[config.mk]
export PLATFORM = sky130hd
export DESIGN_NAME = serial_subtractor
export DESIGN_NICKNAME = d
export VERILOG_FILES = /design/src/rtl/serial_subtractor.sv
export SDC_FILE = /design/constraint.sdc
export NUM_CORES = 1
export LEC_CHECK = 0
export CORE_ASPECT_RATIO = 1.2
export CORE_MARGIN = 1.5
export CORE_UTILIZATION = 51
export DETAILED_ROUTE_END_ITERATION = 7
export HOLD_SLACK_MARGIN = 0.03
export MAX_ROUTING_LAYER = met4
export PLACE_DENSITY_LB_ADDON = 0.25
export SETUP_SLACK_MARGIN = 0.15
export SLEW_MARGIN = 25
export SYNTH_ARGS = -nofsm -noshare
export SYNTH_HDL_FRONTEND = slang
export SYNTH_SLANG_ARGS = --single-unit
[constraint.sdc]
create_clock -name clk -period 1.57 [get_ports clk]
set_input_delay 0.3925 -clock clk [delete_from_list [all_inputs] [get_ports clk]]
set_output_delay 0.3925 -clock clk [all_outputs]
set_load 0.03 [all_outputs]
[src/rtl/serial_subtractor.sv]
// ============================================================================
// Module  : serial_subtractor
// Brief   : Bit-serial WIDTH-bit subtractor (a - b), LSB first, start/done
//           handshake. Optional two's-complement overflow output when the
//           macro SERIAL_SUBTRACTOR_OVF_EN is defined.
// Revision: 1.0
// ============================================================================
`default_nettype none

module serial_subtractor #(
  parameter int WIDTH = 8
) (
  input  logic             clk,
  input  logic             rst_n,
  input  logic             start,
  input  logic [WIDTH-1:0] a,
  input  logic [WIDTH-1:0] b,
  output logic             busy,
  output logic             done,
  output logic [WIDTH-1:0] diff,
  output logic             bout
`ifdef SERIAL_SUBTRACTOR_OVF_EN
  ,
  output logic             ovf
`endif
);

  localparam int CW = (WIDTH > 2) ? $clog2(WIDTH) : 1;
  localparam logic [CW-1:0] C_LAST = CW'(WIDTH - 1);

  typedef enum logic [1:0] {
    S_IDLE  = 2'd0,
    S_SHIFT = 2'd1,
    S_DONE  = 2'd2
  } state_t;

  state_t           state_q, state_d;
  logic [WIDTH-1:0] a_sr_q, a_sr_d;
  logic [WIDTH-1:0] b_sr_q, b_sr_d;
  logic [WIDTH-1:0] res_q, res_d;
  logic [CW-1:0]    cnt_q, cnt_d;
  logic             br_q, br_d;
  logic [WIDTH-1:0] diff_q, diff_d;
  logic             bout_q, bout_d;

  logic             w_a0, w_b0, w_bit, w_br_next;
  logic [WIDTH-1:0] w_res_next;

`ifdef SERIAL_SUBTRACTOR_OVF_EN
  logic a_msb_q, a_msb_d;
  logic b_msb_q, b_msb_d;
  logic ovf_q, ovf_d;
`endif

  // Full-subtractor cell on the current LSBs and the stored borrow.
  always_comb begin
    w_a0       = a_sr_q[0];
    w_b0       = b_sr_q[0];
    w_bit      = w_a0 ^ w_b0 ^ br_q;
    w_br_next  = (~w_a0 & w_b0) | (~(w_a0 ^ w_b0) & br_q);
    w_res_next = {w_bit, res_q[WIDTH-1:1]};
  end

  always_comb begin
    state_d = state_q;
    a_sr_d  = a_sr_q;
    b_sr_d  = b_sr_q;
    res_d   = res_q;
    cnt_d   = cnt_q;
    br_d    = br_q;
    diff_d  = diff_q;
    bout_d  = bout_q;
`ifdef SERIAL_SUBTRACTOR_OVF_EN
    a_msb_d = a_msb_q;
    b_msb_d = b_msb_q;
    ovf_d   = ovf_q;
`endif
    case (state_q)
      S_IDLE: begin
        if (start) begin
          state_d = S_SHIFT;
          a_sr_d  = a;
          b_sr_d  = b;
          res_d   = '0;
          cnt_d   = '0;
          br_d    = 1'b0;
`ifdef SERIAL_SUBTRACTOR_OVF_EN
          a_msb_d = a[WIDTH-1];
          b_msb_d = b[WIDTH-1];
`endif
        end
      end
      S_SHIFT: begin
        a_sr_d = {1'b0, a_sr_q[WIDTH-1:1]};
        b_sr_d = {1'b0, b_sr_q[WIDTH-1:1]};
        res_d  = w_res_next;
        br_d   = w_br_next;
        cnt_d  = cnt_q + CW'(1);
        if (cnt_q == C_LAST) begin
          state_d = S_DONE;
          diff_d  = w_res_next;
          bout_d  = w_br_next;
`ifdef SERIAL_SUBTRACTOR_OVF_EN
          // The final cell output is the result MSB.
          ovf_d   = (a_msb_q != b_msb_q) && (w_bit != a_msb_q);
`endif
        end
      end
      S_DONE: begin
        state_d = S_IDLE;
      end
      default: begin
        state_d = S_IDLE;
      end
    endcase
  end

  always_ff @(posedge clk or negedge rst_n) begin
    if (!rst_n) begin
      state_q <= S_IDLE;
      a_sr_q  <= '0;
      b_sr_q  <= '0;
      res_q   <= '0;
      cnt_q   <= '0;
      br_q    <= 1'b0;
      diff_q  <= '0;
      bout_q  <= 1'b0;
    end else begin
      state_q <= state_d;
      a_sr_q  <= a_sr_d;
      b_sr_q  <= b_sr_d;
      res_q   <= res_d;
      cnt_q   <= cnt_d;
      br_q    <= br_d;
      diff_q  <= diff_d;
      bout_q  <= bout_d;
    end
  end

`ifdef SERIAL_SUBTRACTOR_OVF_EN
  always_ff @(posedge clk or negedge rst_n) begin
    if (!rst_n) begin
      a_msb_q <= 1'b0;
      b_msb_q <= 1'b0;
      ovf_q   <= 1'b0;
    end else begin
      a_msb_q <= a_msb_d;
      b_msb_q <= b_msb_d;
      ovf_q   <= ovf_d;
    end
  end

  assign ovf = ovf_q;
`endif

  assign busy = (state_q == S_SHIFT);
  assign done = (state_q == S_DONE);
  assign diff = diff_q;
  assign bout = bout_q;

endmodule

`default_nettype wire

==> flow_summary_export.csv, run 1 <==
group,metric,value,unit
layout,area_growth,29.8,%
drt,num_vias,1314,
clocking,root_buffer,"clkbuf_4",
clocking,clk_latency,0.37,ns
drt,firstDrtPassIters,4,
timing,slew_headroom,48.8,%
floorplan,num_rows,22,
global_routing,grt_max_degree,39,
timing,finalCritPeriodShare,99.7,%
drt,drtIter0Drc,35,
clocking,cts.sinks,38,
power_and_ir_drop,p_per_area,1900,nW/um^2
critical_path,criticalPathCategory,"reg -> out",
timing,layout_setup_ws,0.00410,ns
placement,pre_cts_ws,-0.180,ns
drt,routed_via_density,6.06,
timing,setup_tns,0,ns
synthesis,ys_ff_latch,38,
critical_path,crit_path_cell_trace,"buf_6, nor2_4, buf_6",
synthesis,ys_seq_area_share,58.3,%
power_and_ir_drop,leakagePower,0.960,nW
job,max_cap_viol_count,0,
timing,finalHoldViolCount,0,
timing,max_freq,639,MHz
synthesis,syn-cell-area,1630,sq um
clocking,numCtsBuffers,5,
clocking,clk_pin_slew,0.12,ns
min_path,hold_path_class,"in -> async",
floorplan,ios,30,
critical_path,critPathLaunchType,"register",
layout,fill_cells,239,
drt,wirelength,3740,um
layout,seqCellArea,953,sq um
layout,layout-drive-gt1-share,28.2,%
layout,fin_nets,202,
drt,wl_per_cell,17.2,um
synthesis,ys_types,21,
placement,dp_hpwl,2280,um
floorplan,dieArea,3550,sq um
critical_path,worstPathArrival,1.17,ns
placement,portBuffers,29,
global_routing,track_usage,24.4,%
critical_path,critPathMaxStageDelay,0.47,ns
floorplan,core_area,3060,sq um
synthesis,synthCells,138,
critical_path,setup.worst_path.end_class,"output pin",
critical_path,regToRegStartpoint,"state_q[0]$_DFFE_PN0P_",
synthesis,yosysWarnings,0,
global_routing,grt_pass1_vias,1275,
synthesis,synth_top_cell_by_area,"dfrtp_1",
global_routing,grt_pass1_wl,5890,um
clocking,htreeDepth,2,
timing,slew_viol_final,0,
critical_path,crit_top_cell,"buf_6",
critical_path,cp-startpoint,"state_q[0]$_DFFE_PN0P_",
synthesis,synthTopCellsByArea,"dfrtp_1 (58%), o22ai_1 (11%), a22o_1 (4.8%), a21oi_1 (4.6%), mux2_2 (4.1%)",
timing,skew,0.0154,ns
clocking,cts_buffer_depth,2,
critical_path,critPathSlowestCell,"dfrtp_2",
timing,finalWorstPathRequiredPeriod,1.57,ns
global_routing,grt_overflow,0,
timing,rsz0062_at_grt,"yes",
drt,drc,0,
synthesis,syn-num-nets,160,
synthesis,syn_avg_cell_area,11.8,sq um
floorplan,die_y,65.0,um
synthesis,synth_top_area_share,58.3,%
drt,postRouteAntennaNets,0,
timing,setup_viol,0,
critical_path,crit_fanout,3,
layout,multi_input_area,639,sq um
power_and_ir_drop,vdd_ir_drop_max,1.30,mV
global_routing,antenna_found_initial,0,
outcome,status,"finished clean",
floorplan,die_x,54.6,um
placement,place.gp.congestion,0.777,
critical_path,cp.required,1.18,ns
power_and_ir_drop,power,4.03,mW
floorplan,initial_core_util,53.4,%
clocking,cts_tree,"yes",
critical_path,r2r_cells,2,
layout,insertedDiodeCount,0,
timing,worst_slew_pin_slew,0.766,ns
timing,holdWs,0.382,ns
==> cell usage in the layout, fill, tap and decap left out, drive strengths merged, types with 7 or more instances in the layout <==
master	n
o21ai	7
a22o	9
a21oi	15
o22ai	28
clkbuf	8
mux2	8
dfrtp	38
buf	25
clkdlybuf4s50	18
==> report_power, final <==
part,internal [mW],total [mW],switching (mW)
registers,1.40,1.73,0.329
clock network,0.217,0.553,0.336
logic,0.818,1.74,0.922
total,2.44,4.03,1.59
==> cell type report <==
type,instances,area share [%]
sequential,38,45.0
multi-input combinational,85,30.2
timing repair buffer,44,18.4
clock buffer,7,2.60
tap,36,2.13
inverter,6,1.48
clock inverter,1,0.236
==> through the flow <==
stage | utilization [%] | std cells | area [sq um]
3_5_place_dp | 64.3 | 201 | 1970
4_1_cts | 67.2 | 214 | 2050
2_1_floorplan | - | 138 | 1640
3_3_place_gp | 64.3 | 201 | 1970
6_report | 69.3 | 217 | 2120
5_1_grt | 69.3 | 217 | 2120
==> timing repair <==
| item | 4_1_cts | 5_1_grt |
|---|---|---|
| pin swaps | 1 | 0 |
| endpoints found under the setup margin | 19 | 37 |
| buffers inserted | 4 | 3 |
| hold buffers | 0 | 0 |
| resized for setup | 49 | 9 |
| cloned | 1 | 0 |
==> cells in the mapped netlist (all sizes together) <==
cell / instances
ha: 2
nand3b: 1
o22ai: 28
a21oi: 15
fa: 1
o21bai: 1
inv: 6
nor2b: 2
buf: 10
dfrtp: 38
nor2: 3
mux2: 8
nand2: 5
nand2b: 2
a22o: 9
o21ai: 7
==> worst max-delay path: cells and delay by family, from the launching register on <==
kind | cells | cell delay (ns)
flops | 1 | 0.47
buf+inv | 2 | 0.27
simple gates | 1 | 0.07
==> final timing paths <==
path                                     endpoint  slack [ns]
hold / removal              a_sr_q[5]$_DFFE_PN0P_        0.38
min in group clk                 bout$_DFFE_PN0P_        0.49
max in group asynchronous  state_q[1]$_DFFE_PN0P_        0.97
setup / recovery                             done       0.004
hold reg to reg                  bout$_DFFE_PN0P_        0.49
setup reg to reg             cnt_q[2]$_DFFE_PN0P_        0.16
==> cells by family after synthesis <==
group | synth area share [%]
AO/OA/AOI/OAI | 22.8
adder cells (fa/ha/maj) | 2.76
buffers and inverters | 5.90
flip-flops | 58.3
multiplexers | 5.52
AND/OR/NAND/NOR | 4.75
==> registers in the layout, summed over array words and instances (netlist names) <==
register / flops
a_sr_q: 8
b_sr_q: 8
diff: 8
res_q: 7
cnt_q: 3
state_q: 2
bout: 1
br_q: 1
==> per-layer routing <==
metal	routed length (um)	track usage, %
met3	210	5.30
met1	1500	30.3
met4	141	16.3
met5	0	-
met2	1890	35.1
Note: power is estimated with default switching activity, not from simulation.
==> run 2, diff against run 1 <==
--- a/config.mk
+++ b/config.mk
@@ -9,9 +9,10 @@
 export CORE_MARGIN = 1.5
 export CORE_UTILIZATION = 51
 export DETAILED_ROUTE_END_ITERATION = 7
+export GPL_TIMING_DRIVEN = 0
 export HOLD_SLACK_MARGIN = 0.03
 export MAX_ROUTING_LAYER = met4
-export PLACE_DENSITY_LB_ADDON = 0.25
+export PLACE_DENSITY = 0.81
 export SETUP_SLACK_MARGIN = 0.15
 export SLEW_MARGIN = 25
 export SYNTH_ARGS = -nofsm -noshare
==> flow_summary_export.csv, run 2 (synthesized netlist as in run 1, its figures left out) <==
group,metric,value,unit
critical_path,critPathMaxStageDelay,0.46,ns
global_routing,track_usage,25.3,%
global_routing,antenna_found_initial,0,
floorplan,die_y,65.0,um
drt,wl_per_cell,17.4,um
timing,finalCritPeriodShare,104,%
global_routing,grt_max_degree,22,
global_routing,grt_pass1_wl,6200,um
critical_path,crit_path_cell_trace,"nand2b_4, buf_6, inv_8, buf_6",
clocking,cts_buffer_depth,2,
outcome,status,"complete, but fails checks",
critical_path,setup.worst_path.end_class,"output pin",
clocking,clk_latency,0.36,ns
placement,pre_cts_ws,-0.449,ns
timing,slew_headroom,69.9,%
drt,m1WireLength,1670,um
global_routing,grt_pass1_vias,1349,
drt,postRouteAntennaNets,0,
critical_path,crit_fanout,4,
layout,insertedDiodeCount,0,
clocking,cts_tree,"yes",
critical_path,critPathLaunchType,"register",
power_and_ir_drop,leakagePower,1.05,nW
outcome,violations,"setup timing",
floorplan,die_x,54.6,um
floorplan,dieArea,3550,sq um
floorplan,ios,30,
timing,worst_slew_pin_slew,0.452,ns
layout,mostFrequentLayoutCells,"dfrtp_1 (37), o22ai_1 (25), clkdlybuf4s50_1 (16)",
global_routing,grt_overflow,0,
power_and_ir_drop,p_per_area,1920,nW/um^2
layout,fin_nets,209,
drt,wl_met2,1960,um
timing,setup_viol,2,
critical_path,criticalPathCategory,"reg -> out",
drt,routed_via_density,5.87,
critical_path,worstPathArrival,1.24,ns
layout,area_growth,38.7,%
clocking,root_buffer,"clkbuf_4",
placement,place_inst,203,
job,max_cap_viol_count,0,
timing,skew,0.0165,ns
timing,finalWorstPathRequiredPeriod,1.63,ns
floorplan,initial_core_util,53.4,%
critical_path,critPathSlowestCell,"dfrtp_2",
timing,layout_setup_ws,-0.0622,ns
drt,drc,0,
timing,max_freq,613,MHz
clocking,htreeDepth,2,
min_path,hold_path_class,"in -> reg",
floorplan,num_rows,22,
drt,wirelength,3890,um
critical_path,crit_top_cell,"buf_6",
drt,routed.top_layer,"met4",
drt,met3_length,195,um
layout,utilization,74.0,%
critical_path,cp.required,1.18,ns
timing,finalHoldViolCount,0,
drt,drtIter0Drc,37,
clocking,clk_pin_slew,0.13,ns
timing,slew_viol_final,0,
placement,dp_hpwl,2350,um
floorplan,core_area,3060,sq um
layout,final_common_cell,"dfrtp_1",
layout,layout-drive-gt1-share,33.5,%
power_and_ir_drop,vdd_ir_drop_max,1.30,mV
timing,rsz0062_at_grt,"yes",
drt,num_vias,1315,
clocking,numCtsBuffers,5,
critical_path,cp_top_family,"flip-flops",
placement,portBuffers,28,
drt,firstDrtPassIters,4,
critical_path,crit_buf_inv,3,
clocking,cts.sinks,38,
placement,place.gp.congestion,0.726,
layout,stdcell_count,224,
==> run 2: changes by cell type in the layout (fill, tap and decap cells not counted), moves of 3 or more <==
| cell | previous run | this run |
|---|---|---|
| o22ai_1 | 28 | 25 |
| buf_2 | 8 | 13 |
| mux2_2 | 6 | 1 |
| o22ai_2 | 0 | 3 |
| buf_4 | 12 | 9 |
| mux2_4 | 0 | 7 |
| buf_6 | 3 | 8 |
==> run 2: tightest hold or removal path: stages <==
cell	delay, ns
buf_2	0.17
o22ai_1	0.16
a21oi_1	0.08
==> run 2: layer usage <==
layer	up-vias	GRT usage (%)
li1	610	-
met1	659	29.7
met2	41	41.4
met3	5	7.14
met4	0	7.19
met5	-	-
==> run 2: power by group <==
| part | leakage [nW] | switching [mW] | internal [mW] |
|---|---|---|---|
| combinational | 0.543 | 0.971 | 0.965 |
| clock | 0.0374 | 0.344 | 0.334 |
| sequential | 0.469 | 0.334 | 1.40 |
| total | 1.05 | 1.65 | 2.70 |
==> run 2: worst paths after layout <==
| path | startpoint | slack, ns | to | cells after the start |
|---|---|---|---|---|
| max | state_q[1]$_DFFE_PN0P_ | -0.06 | busy | 4 |
| min | start | 0.48 | a_sr_q[6]$_DFFE_PN0P_ | 3 |
| max reg2reg | cnt_q[1]$_DFFE_PN0P_ | 0.13 | diff[2]$_DFFE_PN0P_ | 5 |
| min reg2reg | br_q$_DFFE_PN0P_ | 0.51 | br_q$_DFFE_PN0P_ | 2 |
| max in group asynchronous | rst_n | 0.61 | a_sr_q[4]$_DFFE_PN0P_ | 3 |
| min in group asynchronous | rst_n | 0.49 | a_sr_q[5]$_DFFE_PN0P_ | 2 |
==> run 2: through the flow <==
| step | TNS (ns) | instance area (sq um) | hold slack [ns] | power (mW) |
|---|---|---|---|---|
| after floorplan | 0 | 1640 | 0.0969 | 2.79 |
| after global placement | -27.05 | 1960 | 0.464 | 3.25 |
| after detailed placement | -0.826 | 1980 | 0.361 | 3.34 |
| after CTS | -0.134 | 2210 | 0.472 | 4.22 |
| after global routing | -0.210 | 2260 | 0.470 | 4.63 |
| final | -0.115 | 2260 | 0.482 | 4.35 |
==> run 2: layout make-up <==
cell class | count | area (sq um)
Buffer | 10 | 91.3
Clock buffer | 5 | 37.5
Multi-Input combinational cell | 84 | 659
Tap cell | 36 | 45.0
Inverter | 6 | 35.0
Sequential cell | 38 | 952
Timing Repair Buffer | 42 | 397
Fill cell | 205 | 793
Clock inverter | 3 | 45.0
==> run 2: what timing repair did <==
action                                 in CTS  in global routing
gates cloned                                1                  0
hold buffers                                1                  0
pin swaps                                   1                  2
endpoints found under the hold margin      17                  0
setup buffers                               8                  3
setup endpoints to repair                  18                 18
resized for setup                          81                  8
==> run 3, diff against run 2 <==
--- a/config.mk
+++ b/config.mk
@@ -5,14 +5,16 @@
 export SDC_FILE = /design/constraint.sdc
 export NUM_CORES = 1
 export LEC_CHECK = 0
+export CELL_PAD_IN_SITES_DETAIL_PLACEMENT = 0
+export CELL_PAD_IN_SITES_GLOBAL_PLACEMENT = 1
 export CORE_ASPECT_RATIO = 1.2
 export CORE_MARGIN = 1.5
-export CORE_UTILIZATION = 51
+export CORE_UTILIZATION = 40
 export DETAILED_ROUTE_END_ITERATION = 7
 export GPL_TIMING_DRIVEN = 0
 export HOLD_SLACK_MARGIN = 0.03
 export MAX_ROUTING_LAYER = met4
-export PLACE_DENSITY = 0.81
+export PLACE_DENSITY = 0.8
 export SETUP_SLACK_MARGIN = 0.15
 export SLEW_MARGIN = 25
 export SYNTH_ARGS = -nofsm -noshare
==> flow_summary_export.csv, run 3 (synthesized netlist as in run 1, its figures left out) <==
group,metric,value,unit
outcome,status,"finished clean",
drt,num_vias,1317,
power_and_ir_drop,p_per_area,1890,nW/um^2
layout,insertedDiodeCount,0,
floorplan,ios,30,
drt,postRouteAntennaNets,0,
layout,fin_nets,214,
clocking,cts_buffer_depth,2,
global_routing,antenna_found_initial,0,
drt,firstDrtPassIters,4,
min_path,min_path_cells,2,
timing,slew_headroom,67.6,%
clocking,root_buffer,"clkbuf_8",
clocking,htreeDepth,2,
critical_path,critPathMaxStageDelay,0.45,ns
drt,wirelength,3950,um
clocking,clk_latency,0.29,ns
layout,area_growth,42.8,%
placement,dp_hpwl,2340,um
timing,finalCritPeriodShare,99.7,%
timing,layout_setup_ws,0.00477,ns
critical_path,worstPathArrival,1.17,ns
floorplan,core_area,3940,sq um
global_routing,track_usage,20.5,%
layout,layout-drive-gt1-share,33.3,%
critical_path,r2r_cells,6,
critical_path,crit_path_cell_trace,"nand2b_4, buf_6, inv_8, buf_6",
clocking,numCtsBuffers,5,
timing,setup_viol,0,
critical_path,crit_buf_inv,3,
critical_path,crit_fanout,6,
global_routing,grt_max_degree,28,
layout,stdcell_area,2330,sq um
placement,place_inst,221,
min_path,hold_path_class,"reg -> reg",
power_and_ir_drop,leakagePower,1.07,nW
min_path,min_to,"br_q$_DFFE_PN0P_",
min_path,hp-start,"br_q$_DFFE_PN0P_",
clocking,cts.sinks,38,
power_and_ir_drop,power,4.40,mW
critical_path,critPathLaunchType,"register",
floorplan,initial_core_util,41.4,%
placement,place.gp.congestion,0.822,
critical_path,critPathSlowestCell,"dfrtp_2",
job,max_cap_viol_count,0,
timing,slew_viol_final,0,
drt,drtIter0Drc,77,
clocking,cts_tree,"yes",
layout,mostFrequentLayoutCells,"dfrtp_1 (37), o22ai_1 (25), clkdlybuf4s50_1 (16)",
critical_path,cp.required,1.18,ns
placement,portBuffers,28,
timing,max_freq,639,MHz
critical_path,criticalPathCategory,"reg -> out",
critical_path,setup.worst_path.end_class,"output pin",
floorplan,die_x,61.3,um
timing,skew,0.00742,ns
clocking,clk_pin_slew,0.07,ns
layout,stdcell_count,246,
floorplan,num_rows,25,
placement,pre_cts_ws,-0.436,ns
critical_path,crit_top_cell,"buf_6",
global_routing,grt_pass1_wl,6440,um
critical_path,reg2reg_slack,0.05,ns
layout,final_common_cell,"dfrtp_1",
floorplan,die_y,73.0,um
power_and_ir_drop,vdd_ir_drop_max,0.919,mV
floorplan,dieArea,4470,sq um
drt,drc,0,
timing,finalHoldViolCount,0,
drt,wl_per_cell,16.0,um
critical_path,regToRegStartpoint,"cnt_q[1]$_DFFE_PN0P_",
timing,worst_slew_pin_slew,0.485,ns
global_routing,grt_pass1_vias,1323,
timing,rsz0062_at_grt,"yes",
timing,finalWorstPathRequiredPeriod,1.57,ns
placement,place_area,2000,sq um
critical_path,cp_top_family,"flip-flops",
critical_path,r2r_end,"diff[2]$_DFFE_PN0P_",
drt,routed_via_density,5.35,
global_routing,grt_overflow,0,
[run 3: through the flow]
step	hold slack, ns	utilization, %	setup TNS, ns
6_report	0.511	59.1	0
5_1_grt	0.516	59.1	-0.0348
4_1_cts	0.486	57.7	-0.00784
3_5_place_dp	0.297	50.7	-0.821
3_3_place_gp	0.465	50.3	-28.27
2_1_floorplan	0.0969	-	0
[run 3: power by group]
part	total (mW)	internal, mW	switching (mW)
clock network	0.622	0.306	0.316
registers	1.75	1.41	0.344
logic	2.03	1.04	0.990
total	4.40	2.75	1.65
[run 3: how the worst max path moves through the flow]
stage	from	end	slack [ns]	cells after the start
finish	state_q[1]$_DFFE_PN0P_	busy	0.005	4
global route	state_q[1]$_DFFE_PN0P_	busy	-0.03	4
CTS	state_q[1]$_DFFE_PN0P_	busy	-0.008	4
detailed placement	state_q[1]$_DFFE_PN0P_	busy	-0.44	4
global placement	rst_n	diff[6]$_DFFE_PN0P_	-0.72	1
floorplan	cnt_q[0]$_DFFE_PN0P_	diff[1]$_DFFE_PN0P_	0.18	5
[run 3: routing by layer]
metal	vias up	global-route usage, %	share of wire [%]
li1	617	-	-
met2	46	31.4	49
met4	0	6.52	1.6
met3	6	4.79	4.7
met1	648	26.7	45
met5	-	-	0
[run 3: what timing repair did]
action                                 4_1_cts  5_1_grt
setup buffers                               10        6
endpoints found under the hold margin       11        0
setup endpoints to repair                   18       25
pin swaps                                    2        0
gates resized for setup                     57       16
hold buffers                                 1        0
cloned                                       1        0
[run 3: worst min-delay path, delay by kind of cell, from the launching register on]
| family | cells | cell delay [ns] |
|---|---|---|
| AND/OR/NAND/NOR | 1 | 0.05 |
| AO/OA/AOI/OAI | 1 | 0.07 |
| flip-flops | 1 | 0.35 |
[run 3: final cells by class]
class                      count  area [sq um]
buffer                        10          93.8
clock buffer                   7          76.3
fill                         367          1610
inverter                       6          32.5
multi-input combinational     84           673
sequential                    38           952
tap                           54          67.6
timing repair buffer          47           434
